--- config.mk ---
export PLATFORM = sky130hd
export DESIGN_NAME = ysyx_25040111_lsu_flat
export DESIGN_NICKNAME = d
export VERILOG_FILES = /design/src/rtl/ysyx_25040111_lsu_if.sv /design/src/rtl/ysyx_25040111_lsu.sv /design/src/flat_wrapper.sv
export SDC_FILE = /design/constraint.sdc
export NUM_CORES = 1
export LEC_CHECK = 0
export CELL_PAD_IN_SITES_DETAIL_PLACEMENT = 0
export CELL_PAD_IN_SITES_GLOBAL_PLACEMENT = 1
export CORE_ASPECT_RATIO = 2
export CORE_MARGIN = 1.5
export CORE_UTILIZATION = 45
export CTS_CLUSTER_SIZE = 40
export DETAILED_ROUTE_END_ITERATION = 16
export DONT_BUFFER_PORTS = 1
export PLACE_DENSITY = 0.9
export SYNTH_ARGS = -nofsm -noshare
export SYNTH_HDL_FRONTEND = slang
export SYNTH_SLANG_ARGS = --single-unit
--- constraint.sdc ---
create_clock -name clock -period 2.4 [get_ports clock]
set_input_delay 0.24 -clock clock [delete_from_list [all_inputs] [get_ports clock]]
set_output_delay 0.24 -clock clock [all_outputs]
set_load 0.01 [all_outputs]
--- src/rtl/ysyx_25040111_lsu_if.sv ---
// rtl/ysyx_25040111_lsu_if.sv - AXI4-Lite-style memory port between the LSU and its slave
interface ysyx_25040111_lsu_if;
    logic [31:0] araddr;
    logic        arvalid;
    logic        arready;
    logic [31:0] rdata;
    logic [1:0]  rresp;
    logic        rvalid;
    logic        rready;
    logic [31:0] awaddr;
    logic        awvalid;
    logic        awready;
    logic [31:0] wdata;
    logic [3:0]  wstrb;
    logic        wvalid;
    logic        wready;
    logic [1:0]  bresp;
    logic        bvalid;
    logic        bready;

    modport master (
        output araddr, arvalid, rready, awaddr, awvalid, wdata, wstrb, wvalid, bready,
        input  arready, rdata, rresp, rvalid, awready, wready, bresp, bvalid
    );

    modport slave (
        input  araddr, arvalid, rready, awaddr, awvalid, wdata, wstrb, wvalid, bready,
        output arready, rdata, rresp, rvalid, awready, wready, bresp, bvalid
    );
endinterface

--- src/rtl/ysyx_25040111_lsu.sv ---
// rtl/ysyx_25040111_lsu.sv - load/store + write-back stage; YSYX_25040111_LSU_ERR_EN adds alignment/response error checking
module ysyx_25040111_lsu (
    input  logic        clock,
    input  logic        reset,
    input  logic        abt_valid,
    output logic        abt_ready,
    input  logic        abt_men,
    input  logic        abt_write,
    input  logic [31:0] abt_addr,
    input  logic [31:0] abt_wdata,
    input  logic [1:0]  abt_mask,
    input  logic        abt_rsign,
    input  logic [4:0]  abt_ard,
    input  logic [31:0] abt_rd,
    input  logic        abt_gen,
    input  logic [11:0] abt_acsr,
    input  logic [31:0] abt_csr,
    input  logic        abt_sen,
    ysyx_25040111_lsu_if.master bus,
    output logic        wb_valid,
    output logic        wb_gen,
    output logic [4:0]  wb_ard,
    output logic [31:0] wb_rd,
    output logic        wb_sen,
    output logic [11:0] wb_acsr,
`ifdef YSYX_25040111_LSU_ERR_EN
    output logic        lsu_err,
`endif
    output logic [31:0] wb_csr
);
    typedef enum logic [2:0] {S_IDLE, S_RADDR, S_RDATA, S_WREQ, S_WRESP, S_WB} state_t;

    state_t      state, state_nxt;
    logic [31:0] addr_q, wdata_q, rd_q, csr_q;
    logic [1:0]  mask_q;
    logic        rsign_q, gen_q, sen_q;
    logic [4:0]  ard_q;
    logic [11:0] acsr_q;
    logic        aw_done, w_done;
    logic        aw_fire, w_fire;
    logic        err_now;
    logic        enter_wb;
    logic [31:0] rshift, load_val;

    assign abt_ready   = (state == S_IDLE);
    assign wb_valid    = (state == S_WB);
    assign bus.araddr  = addr_q;
    assign bus.awaddr  = addr_q;
    assign bus.arvalid = (state == S_RADDR);
    assign bus.rready  = (state == S_RDATA);
    assign bus.awvalid = (state == S_WREQ) && !aw_done;
    assign bus.wvalid  = (state == S_WREQ) && !w_done;
    assign bus.bready  = (state == S_WRESP);
    assign bus.wdata   = wdata_q << {addr_q[1:0], 3'b000};
    assign aw_fire     = bus.awvalid && bus.awready;
    assign w_fire      = bus.wvalid && bus.wready;
    assign enter_wb    = (state != S_WB) && (state_nxt == S_WB);

    always_comb begin
        case (mask_q)
            2'b01:   bus.wstrb = 4'b0001 << addr_q[1:0];
            2'b10:   bus.wstrb = 4'b0011 << addr_q[1:0];
            2'b11:   bus.wstrb = 4'b1111;
            default: bus.wstrb = 4'b0000;
        endcase
    end

    // Lane-select the addressed byte/half into bit 0 before extension.
    assign rshift = bus.rdata >> {addr_q[1:0], 3'b000};
    always_comb begin
        case (mask_q)
            2'b01:   load_val = {{24{rsign_q & rshift[7]}}, rshift[7:0]};
            2'b10:   load_val = {{16{rsign_q & rshift[15]}}, rshift[15:0]};
            default: load_val = rshift;
        endcase
    end

`ifdef YSYX_25040111_LSU_ERR_EN
    logic misaligned_in;
    assign misaligned_in = ((abt_mask == 2'b10) && abt_addr[0]) ||
                           ((abt_mask == 2'b11) && (abt_addr[1:0] != 2'b00));
`else
    logic unused_resp;
    assign unused_resp = ^{bus.rresp, bus.bresp};
`endif

    always_comb begin
        state_nxt = state;
        err_now   = 1'b0;
        case (state)
            S_IDLE: begin
                if (abt_valid) begin
                    if (!abt_men)
                        state_nxt = S_WB;
`ifdef YSYX_25040111_LSU_ERR_EN
                    else if (misaligned_in) begin
                        state_nxt = S_WB;
                        err_now   = 1'b1;
                    end
`endif
                    else if (abt_write)
                        state_nxt = S_WREQ;
                    else
                        state_nxt = S_RADDR;
                end
            end
            S_RADDR: if (bus.arready) state_nxt = S_RDATA;
            S_RDATA: begin
                if (bus.rvalid) begin
                    state_nxt = S_WB;
`ifdef YSYX_25040111_LSU_ERR_EN
                    err_now   = (bus.rresp != 2'b00);
`endif
                end
            end
            S_WREQ: if ((aw_done || aw_fire) && (w_done || w_fire)) state_nxt = S_WRESP;
            S_WRESP: begin
                if (bus.bvalid) begin
                    state_nxt = S_WB;
`ifdef YSYX_25040111_LSU_ERR_EN
                    err_now   = (bus.bresp != 2'b00);
`endif
                end
            end
            S_WB:    state_nxt = S_IDLE;
            default: state_nxt = S_IDLE;
        endcase
    end

    always_ff @(posedge clock) begin
        if (reset) begin
            state   <= S_IDLE;
            addr_q  <= '0;
            wdata_q <= '0;
            rd_q    <= '0;
            csr_q   <= '0;
            mask_q  <= '0;
            rsign_q <= 1'b0;
            gen_q   <= 1'b0;
            sen_q   <= 1'b0;
            ard_q   <= '0;
            acsr_q  <= '0;
            aw_done <= 1'b0;
            w_done  <= 1'b0;
            wb_gen  <= 1'b0;
            wb_ard  <= '0;
            wb_rd   <= '0;
            wb_sen  <= 1'b0;
            wb_acsr <= '0;
            wb_csr  <= '0;
`ifdef YSYX_25040111_LSU_ERR_EN
            lsu_err <= 1'b0;
`endif
        end else begin
            state <= state_nxt;
            if (state == S_IDLE && abt_valid) begin
                addr_q  <= abt_addr;
                wdata_q <= abt_wdata;
                rd_q    <= abt_rd;
                csr_q   <= abt_csr;
                mask_q  <= abt_mask;
                rsign_q <= abt_rsign;
                gen_q   <= abt_gen;
                sen_q   <= abt_sen;
                ard_q   <= abt_ard;
                acsr_q  <= abt_acsr;
            end
            // Per-channel completion flags live only while waiting in WREQ.
            aw_done <= (state == S_WREQ) && (state_nxt == S_WREQ) && (aw_done || aw_fire);
            w_done  <= (state == S_WREQ) && (state_nxt == S_WREQ) && (w_done || w_fire);
            // Write-back fields are captured on entry to WB so they hold between retires.
            if (enter_wb) begin
                wb_gen  <= ((state == S_IDLE) ? abt_gen : gen_q) && !err_now;
                wb_ard  <= (state == S_IDLE) ? abt_ard : ard_q;
                wb_rd   <= (state == S_IDLE) ? abt_rd : ((state == S_RDATA) ? load_val : rd_q);
                wb_sen  <= (state == S_IDLE) ? abt_sen : sen_q;
                wb_acsr <= (state == S_IDLE) ? abt_acsr : acsr_q;
                wb_csr  <= (state == S_IDLE) ? abt_csr : csr_q;
            end
`ifdef YSYX_25040111_LSU_ERR_EN
            if (enter_wb && err_now)
                lsu_err <= 1'b1;
`endif
        end
    end
endmodule

--- src/flat_wrapper.sv ---
// flat-port wrapper written by rule: the top's interface ports become plain ports
module ysyx_25040111_lsu_flat 
  (clock, reset, abt_valid, abt_ready, abt_men, abt_write, abt_addr, abt_wdata, abt_mask, abt_rsign, abt_ard, abt_rd, abt_gen, abt_acsr, abt_csr, abt_sen, wb_valid, wb_gen, wb_ard, wb_rd, wb_sen, wb_acsr, wb_csr, bus_araddr, bus_arvalid, bus_rready, bus_awaddr, bus_awvalid, bus_wdata, bus_wstrb, bus_wvalid, bus_bready, bus_arready, bus_rdata, bus_rresp, bus_rvalid, bus_awready, bus_wready, bus_bresp, bus_bvalid);
  ysyx_25040111_lsu_if bus_i ();
  input  logic clock;
  input  logic reset;
  input  logic abt_valid;
  output logic abt_ready;
  input  logic abt_men;
  input  logic abt_write;
  input  logic [31:0] abt_addr;
  input  logic [31:0] abt_wdata;
  input  logic [1:0] abt_mask;
  input  logic abt_rsign;
  input  logic [4:0] abt_ard;
  input  logic [31:0] abt_rd;
  input  logic abt_gen;
  input  logic [11:0] abt_acsr;
  input  logic [31:0] abt_csr;
  input  logic abt_sen;
  output logic wb_valid;
  output logic wb_gen;
  output logic [4:0] wb_ard;
  output logic [31:0] wb_rd;
  output logic wb_sen;
  output logic [11:0] wb_acsr;
  output logic [31:0] wb_csr;
  output wire logic [$bits(bus_i.araddr)-1:0] bus_araddr;
  output wire logic [$bits(bus_i.arvalid)-1:0] bus_arvalid;
  output wire logic [$bits(bus_i.rready)-1:0] bus_rready;
  output wire logic [$bits(bus_i.awaddr)-1:0] bus_awaddr;
  output wire logic [$bits(bus_i.awvalid)-1:0] bus_awvalid;
  output wire logic [$bits(bus_i.wdata)-1:0] bus_wdata;
  output wire logic [$bits(bus_i.wstrb)-1:0] bus_wstrb;
  output wire logic [$bits(bus_i.wvalid)-1:0] bus_wvalid;
  output wire logic [$bits(bus_i.bready)-1:0] bus_bready;
  input wire logic [$bits(bus_i.arready)-1:0] bus_arready;
  input wire logic [$bits(bus_i.rdata)-1:0] bus_rdata;
  input wire logic [$bits(bus_i.rresp)-1:0] bus_rresp;
  input wire logic [$bits(bus_i.rvalid)-1:0] bus_rvalid;
  input wire logic [$bits(bus_i.awready)-1:0] bus_awready;
  input wire logic [$bits(bus_i.wready)-1:0] bus_wready;
  input wire logic [$bits(bus_i.bresp)-1:0] bus_bresp;
  input wire logic [$bits(bus_i.bvalid)-1:0] bus_bvalid;
  assign bus_araddr = bus_i.araddr;
  assign bus_arvalid = bus_i.arvalid;
  assign bus_rready = bus_i.rready;
  assign bus_awaddr = bus_i.awaddr;
  assign bus_awvalid = bus_i.awvalid;
  assign bus_wdata = bus_i.wdata;
  assign bus_wstrb = bus_i.wstrb;
  assign bus_wvalid = bus_i.wvalid;
  assign bus_bready = bus_i.bready;
  assign bus_i.arready = bus_arready;
  assign bus_i.rdata = bus_rdata;
  assign bus_i.rresp = bus_rresp;
  assign bus_i.rvalid = bus_rvalid;
  assign bus_i.awready = bus_awready;
  assign bus_i.wready = bus_wready;
  assign bus_i.bresp = bus_bresp;
  assign bus_i.bvalid = bus_bvalid;
  ysyx_25040111_lsu u_core (.clock(clock), .reset(reset), .abt_valid(abt_valid), .abt_ready(abt_ready), .abt_men(abt_men), .abt_write(abt_write), .abt_addr(abt_addr), .abt_wdata(abt_wdata), .abt_mask(abt_mask), .abt_rsign(abt_rsign), .abt_ard(abt_ard), .abt_rd(abt_rd), .abt_gen(abt_gen), .abt_acsr(abt_acsr), .abt_csr(abt_csr), .abt_sen(abt_sen), .bus(bus_i), .wb_valid(wb_valid), .wb_gen(wb_gen), .wb_ard(wb_ard), .wb_rd(wb_rd), .wb_sen(wb_sen), .wb_acsr(wb_acsr), .wb_csr(wb_csr));
endmodule
# Yosys cells after proc, flatten, opt, wreduce, memory -nomap -nowiden

Cells that the tools add are included.

Flip-flop bits (word level): 238
Output and inout port bits: 190
Logic and storage cells: 68

Reductions and logical operators: 15
Equal/unequal tests: 11
Shift operators: 4
Muxes and demuxes: 17
Bitwise gates (word level): 2

Operator list:

| cell                                                                  | count |
|---|---|
| 32-bit two-way mux                                                    | 3 |
| 32-bit one-hot mux with 2 select lines                                | 1 |
| 32-bit by 5-bit << shifter with 32-bit output                         | 1 |
| 32-bit by 5-bit right shift with 32-bit output                        | 1 |
| 3-bit two-way mux                                                     | 6 |
| 3-bit one-hot mux with 5 select lines                                 | 1 |
| 12-bit two-way mux                                                    | 1 |
| 4-bit one-hot mux with 3 select lines                                 | 1 |
| 1-bit logical AND                                                     | 10 |
| 3-bit by 2-bit equality test with 1-bit output, second input constant | 3 |
| 3-bit equality test, second input constant                            | 3 |
| 5-bit two-way mux                                                     | 1 |
| 2-bit equality test, second input constant                            | 2 |
| 1-bit by 2-bit << shifter with 4-bit output, first input constant     | 1 |
| 2-bit by 2-bit << shifter with 4-bit output, first input constant     | 1 |
| 3-bit by 1-bit equality test with 1-bit output, second input constant | 1 |
| 3-bit logical NOT                                                     | 1 |
| 3-bit inequality test, second input constant                          | 1 |
| 1-bit AND                                                             | 2 |
| 2-bit by 1-bit equality test with 1-bit output, second input constant | 1 |
| 1-bit logical NOT                                                     | 2 |
| 1-bit logical OR                                                      | 2 |
| 1-bit two-way mux                                                     | 2 |
| 2-bit two-way mux                                                     | 1 |

# Depth between registers and ports, before layout

Depth after elaboration: 10
Gate-level depth with buffers: 9
Gate-level depth less buffers: 6

# Worst setup path after synthesis

OpenSTA, ideal clock, no wires.

Kind: register to register
Start point: register u_core.mask_q[0]
End point: register u_core.wb_rd[23]
Buffers on the path: 1
Path slack: 0.487 ns
Setup time: 0.083 ns
Stages on the path, launching flop included: 8
Clock period less this slack: 1.913 ns
Arrival time: 1.831 ns
Cells stage by stage: dfxtp_1 > inv_1 > ha_1 > or4b_1 > clkbuf_1 > nor3_1 > o22ai_1 > o221ai_1

Cells in the longest elaborated chain, start to end: 4

Ends and longest elaborated chain:

| what                                                                                  | RTL line                 | source |
|---|---|---|
| start, declared                                                                       | ysyx_25040111_lsu.sv:35  | `logic [1:0] mask_q;` |
| start signal, assigned                                                                | ysyx_25040111_lsu.sv:161 | `mask_q <= abt_mask;` |
| 2-bit equality test or 2-bit by 1-bit equality test with 1-bit output (tied branches) | ysyx_25040111_lsu.sv:71  | `case (mask_q)` |
| 32-bit one-hot mux with 2 select lines *                                              | ysyx_25040111_lsu.sv:71  |  |
| 32-bit two-way mux * (2 in series)                                                    | ysyx_25040111_lsu.sv:175 | `wb_rd <= (state == S_IDLE) ? abt_rd : ((state == S_RDATA) ? load_val : rd_q);` |
| end signal, assigned                                                                  | ysyx_25040111_lsu.sv:175 |  |
| end, declared                                                                         | ysyx_25040111_lsu.sv:23  | `output logic [31:0] wb_rd,` |

Mark *: on every way between the ends. The rest lies on a longest branch, timed or not.
A chain may end at the register's enable or synchronous reset.

# Final worst setup path

Start point: register u_core.addr_q[1] (netlist: u_core.bus.araddr[1])
End point: output bus_wdata[16]

Cells in the longest elaborated chain, start to end: 1

Ends and longest elaborated chain:

| what                                          | RTL line                 | source |
|---|---|---|
| start, declared                               | ysyx_25040111_lsu.sv:34  | `logic [31:0] addr_q, wdata_q, rd_q, csr_q;` |
| start signal, assigned                        | ysyx_25040111_lsu.sv:157 | `addr_q <= abt_addr;` |
| 32-bit by 5-bit << shifter with 32-bit output | ysyx_25040111_lsu.sv:54  | `assign bus.wdata = wdata_q << {addr_q[1:0], 3'b000};` |
| end, declared                                 | flat_wrapper.sv:33       | `output wire logic [$bits(bus_i.wdata)-1:0] bus_wdata;` |

Every way passes these cells.

==> summary.txt <==
Clock tree
  • CTS Buf Count: 22
  • Clock Root Buffer: clkbuf_16
  • Maximum clock path buffer count: 3
  • CTS Sinks: about 240
  • CTS tree: done
  • Clk_lat worst skew: roughly 0.53 ns
  • Clock slew at reported path FFs: ~0.07 ns
  • H-tree depth: 1

Timing
  • Fmax: between 400 and 500 MHz
  • Fin worst setup slack: around 0.067 ns
  • Clock skew: approximately 0.011 ns
  • Max Slew Vio Count: 0
  • Pin slew with the least headroom to its limit: about 0.8 ns
  • WHS: -0.195 ns
  • Setup violators final: 0
  • Final worst-path cycle share: 0.972
  • Slew HR: 0.465
  • Hold Vio Cnt, Final: between 100 and 150
  • Clock period minus worst slack: between 2 and 2.5 ns

Floorplan
  • Core Area: about 24000 um2
  • I/O pins: 386
  • Die Span Y: around 220 um
  • # rows: 80
  • Die area: 25200 um2
  • Starting density of the core: 0.458
  • Die width: 113 um

Logic synthesis
  • Synth unique cells: 51
  • Yosys warns: 0
  • Post-synthesis async set-or-reset flop share: 0
  • Cells after Synth: approximately 1400
  • Dominant synthesized flop cell: dfxtp_1
  • Synth Cell Area: about 11000 um2
  • Synth Net Count: 1598
  • Synth top area cells: dfxtp_1 44%, nand2_1 15%, a21oi_1 7.9%
  • EDFF count, synth: 0
  • Synth Register Bits: about 240
  • Top cell type by total area after synthesis: dfxtp_1
  • Sequential share of the synthesized area: 0.437
  • Synth top area share: 0.437
  • Syn Area/Cell: between 7 and 8 um2

Final layout
  • Final Util: 0.555
  • Most frequent cells in the layout: 429 x nand2_1, 236 x dfxtp_1, 173 x a21oi_1
  • Fin cells: about 1800
  • Area growth syn-to-layout: 21.2%
  • Fillers: between 2000 and 2500
  • Final instance area: approximately 13000 um2
  • Commonest non-fill, non-tap cell in the layout: nand2_1
  • Nets: ~1700
  • Share of cells above drive strength 1: 0.0682

Place
  • Placed insts: between 1500 and 2000
  • Post-DP Area: between 10000 and 15000 um2
  • DP HPWL: approximately 24 mm
  • Final GP Congestion: 0.881
  • I/O Buffers: 0
  • Pre-CTS WS: around 0.25 ns

Min path
  • Worst hold path class: in -> reg

Power and ir drop
  • Peak VDD IR: between 0.0006 and 0.0007 V
  • LEAKAGE: 4.73 nW
  • Cell Pwr Density: approximately 860 nW/um2

Route
  • Antenna viol nets, final: 0
  • First-pass iteration count of the detailed router: 5
  • Drt drc: 0
  • WL final: ~37 mm
  • Vias per cell: roughly 5.8
  • WL per Instance: a little over 20 um
  • Via count: 10300
  • Initial drt markers: roughly 760

GRT
  • Total track usage: 0.274
  • Largest net degree at the start of global routing: approximately 230
  • First-pass GRT wire length: 54.4 mm
  • Initial antenna violation count: 8
  • GRT Residual Overflow: 0
  • Vias in the first global route: about 9600

Worst setup path
  • Top fanout value on the critical path: 30
  • Arrival @ worst endpoint: around 2.1 ns
  • Worst path slowest cell: o21ai_0
  • Most used cell, CP: buf_12
  • Crit-path cells: buf_12, buf_12, mux2i_1, o21ai_0
  • Element type at the critical path end: output port
  • CP required: 2.16 ns
  • Crit-path max cell delay: approximately 0.54 ns
  • Worst setup SP type: flip-flop
  • Critical path class: reg -> out
  • Worst reg2reg setup slack: between 0.15 and 0.2 ns

Status
  • Status: finished, violations left
  • Failing checks: negative hold slack

Job
  • Max-cap violations: 0
## layer usage
layer,global-route usage,up-vias,share of wire
met3,0.0698,94,0.076
met4,0.148,2,0.048
met5,0,-,0.00038
met2,0.481,468,0.51
li1,-,4903,-
met1,0.297,4814,0.36
## synthesized netlist by cell type (16+ instances only)
cell type,number
a211oi_1,24
clkbuf_1,64
and2_1,16
o221ai_1,16
nor2_1,95
o22ai_1,17
nand2_1,430
o21ai_0,19
mux2i_1,33
a311oi_1,52
a21oi_1,173
o2bb2ai_1,16
buf_4,43
buf_2,41
dfxtp_1,238
## through the flow
step,TNS (ns),total power (W)
floorplan,0,0.00686
global placement,0,0.00740
detailed placement,0,0.00746
CTS,0,0.0113
global route,-0.0104,0.0119
finish,0,0.0113
## flip-flops by register name (all words and copies together), names as in the netlist
| register | cells |
|---|---|
| u_core.acsr_q | 12 |
| u_core.wdata_q | 32 |
| u_core.state | 3 |
| u_core.mask_q | 2 |
| u_core.rd_q | 32 |
| u_core.wb_gen | 1 |
| u_core.wb_acsr | 12 |
| u_core.sen_q | 1 |
| u_core.gen_q | 1 |
| u_core.wb_csr | 32 |
| u_core.ard_q | 5 |
| u_core.bus.araddr | 32 |
| u_core.wb_rd | 32 |
| u_core.aw_done | 1 |
| u_core.rsign_q | 1 |
| u_core.wb_ard | 5 |
| u_core.wb_sen | 1 |
| u_core.csr_q | 32 |
| u_core.w_done | 1 |
## power breakdown
group,switching (W),internal [W],leakage [nW]
combinational,0.00163,0.00104,2.40
sequential,0.000545,0.00443,1.95
clock,0.00158,0.00213,0.371
total,0.00375,0.00759,4.73
## area by class of cell
class | count | area [um2] | area share
well taps | 287 | 359 | 0.0272
inverters | 10 | 38.8 | 0.00293
diodes | 7 | 17.5 | 0.00133
repair buffers | 196 | 1940 | 0.147
clock inverters | 8 | 100 | 0.00757
multi-input cells | 997 | 5340 | 0.404
clock buffers | 31 | 656 | 0.0496
flip-flops and latches | 238 | 4770 | 0.361
## logic make-up (layout without fill, tap and decap cells)
| logic type | Yosys count | after routing | synth area share |
|---|---|---|---|
| buffers and inverters | 163 | 245 | 0.0763 |
| other | 0 | 7 | 0 |
| AND/OR/NAND/NOR | 598 | 598 | 0.224 |
| multiplexers | 42 | 42 | 0.0478 |
| flip-flops | 238 | 238 | 0.437 |
| AO/OA/AOI/OAI | 353 | 353 | 0.211 |
| adder cells (fa/ha/maj) | 4 | 4 | 0.00459 |
## timing repair
action,in CTS,in global routing
endpoints found under the hold margin,238,209
gates resized for setup,1,0
hold buffers,92,64
endpoints found under the setup margin,10,11
setup buffers,0,1
cloned,0,0
## worst paths after layout
path | end | depth (start not counted) | startpoint
max | bus_wdata[16] | 4 | u_core.bus.araddr[1]$_SDFFE_PP0P_
min | u_core.csr_q[25]$_SDFFE_PP0P_ | 1 | reset
max reg2reg | u_core.state[1]$_SDFF_PP0_ | 5 | u_core.state[1]$_SDFF_PP0_
min reg2reg | u_core.wdata_q[23]$_SDFFE_PP0P_ | 2 | u_core.wdata_q[23]$_SDFFE_PP0P_
## critical path: cells and delay by family (launching register included)
kind                   cells  cell delay, ns
buffers and inverters      2            0.46
AOI/OAI and AO/OA          1            0.54
muxes                      1            0.11
DFF                        1            0.45
Power figures use the tool's default switching activity.
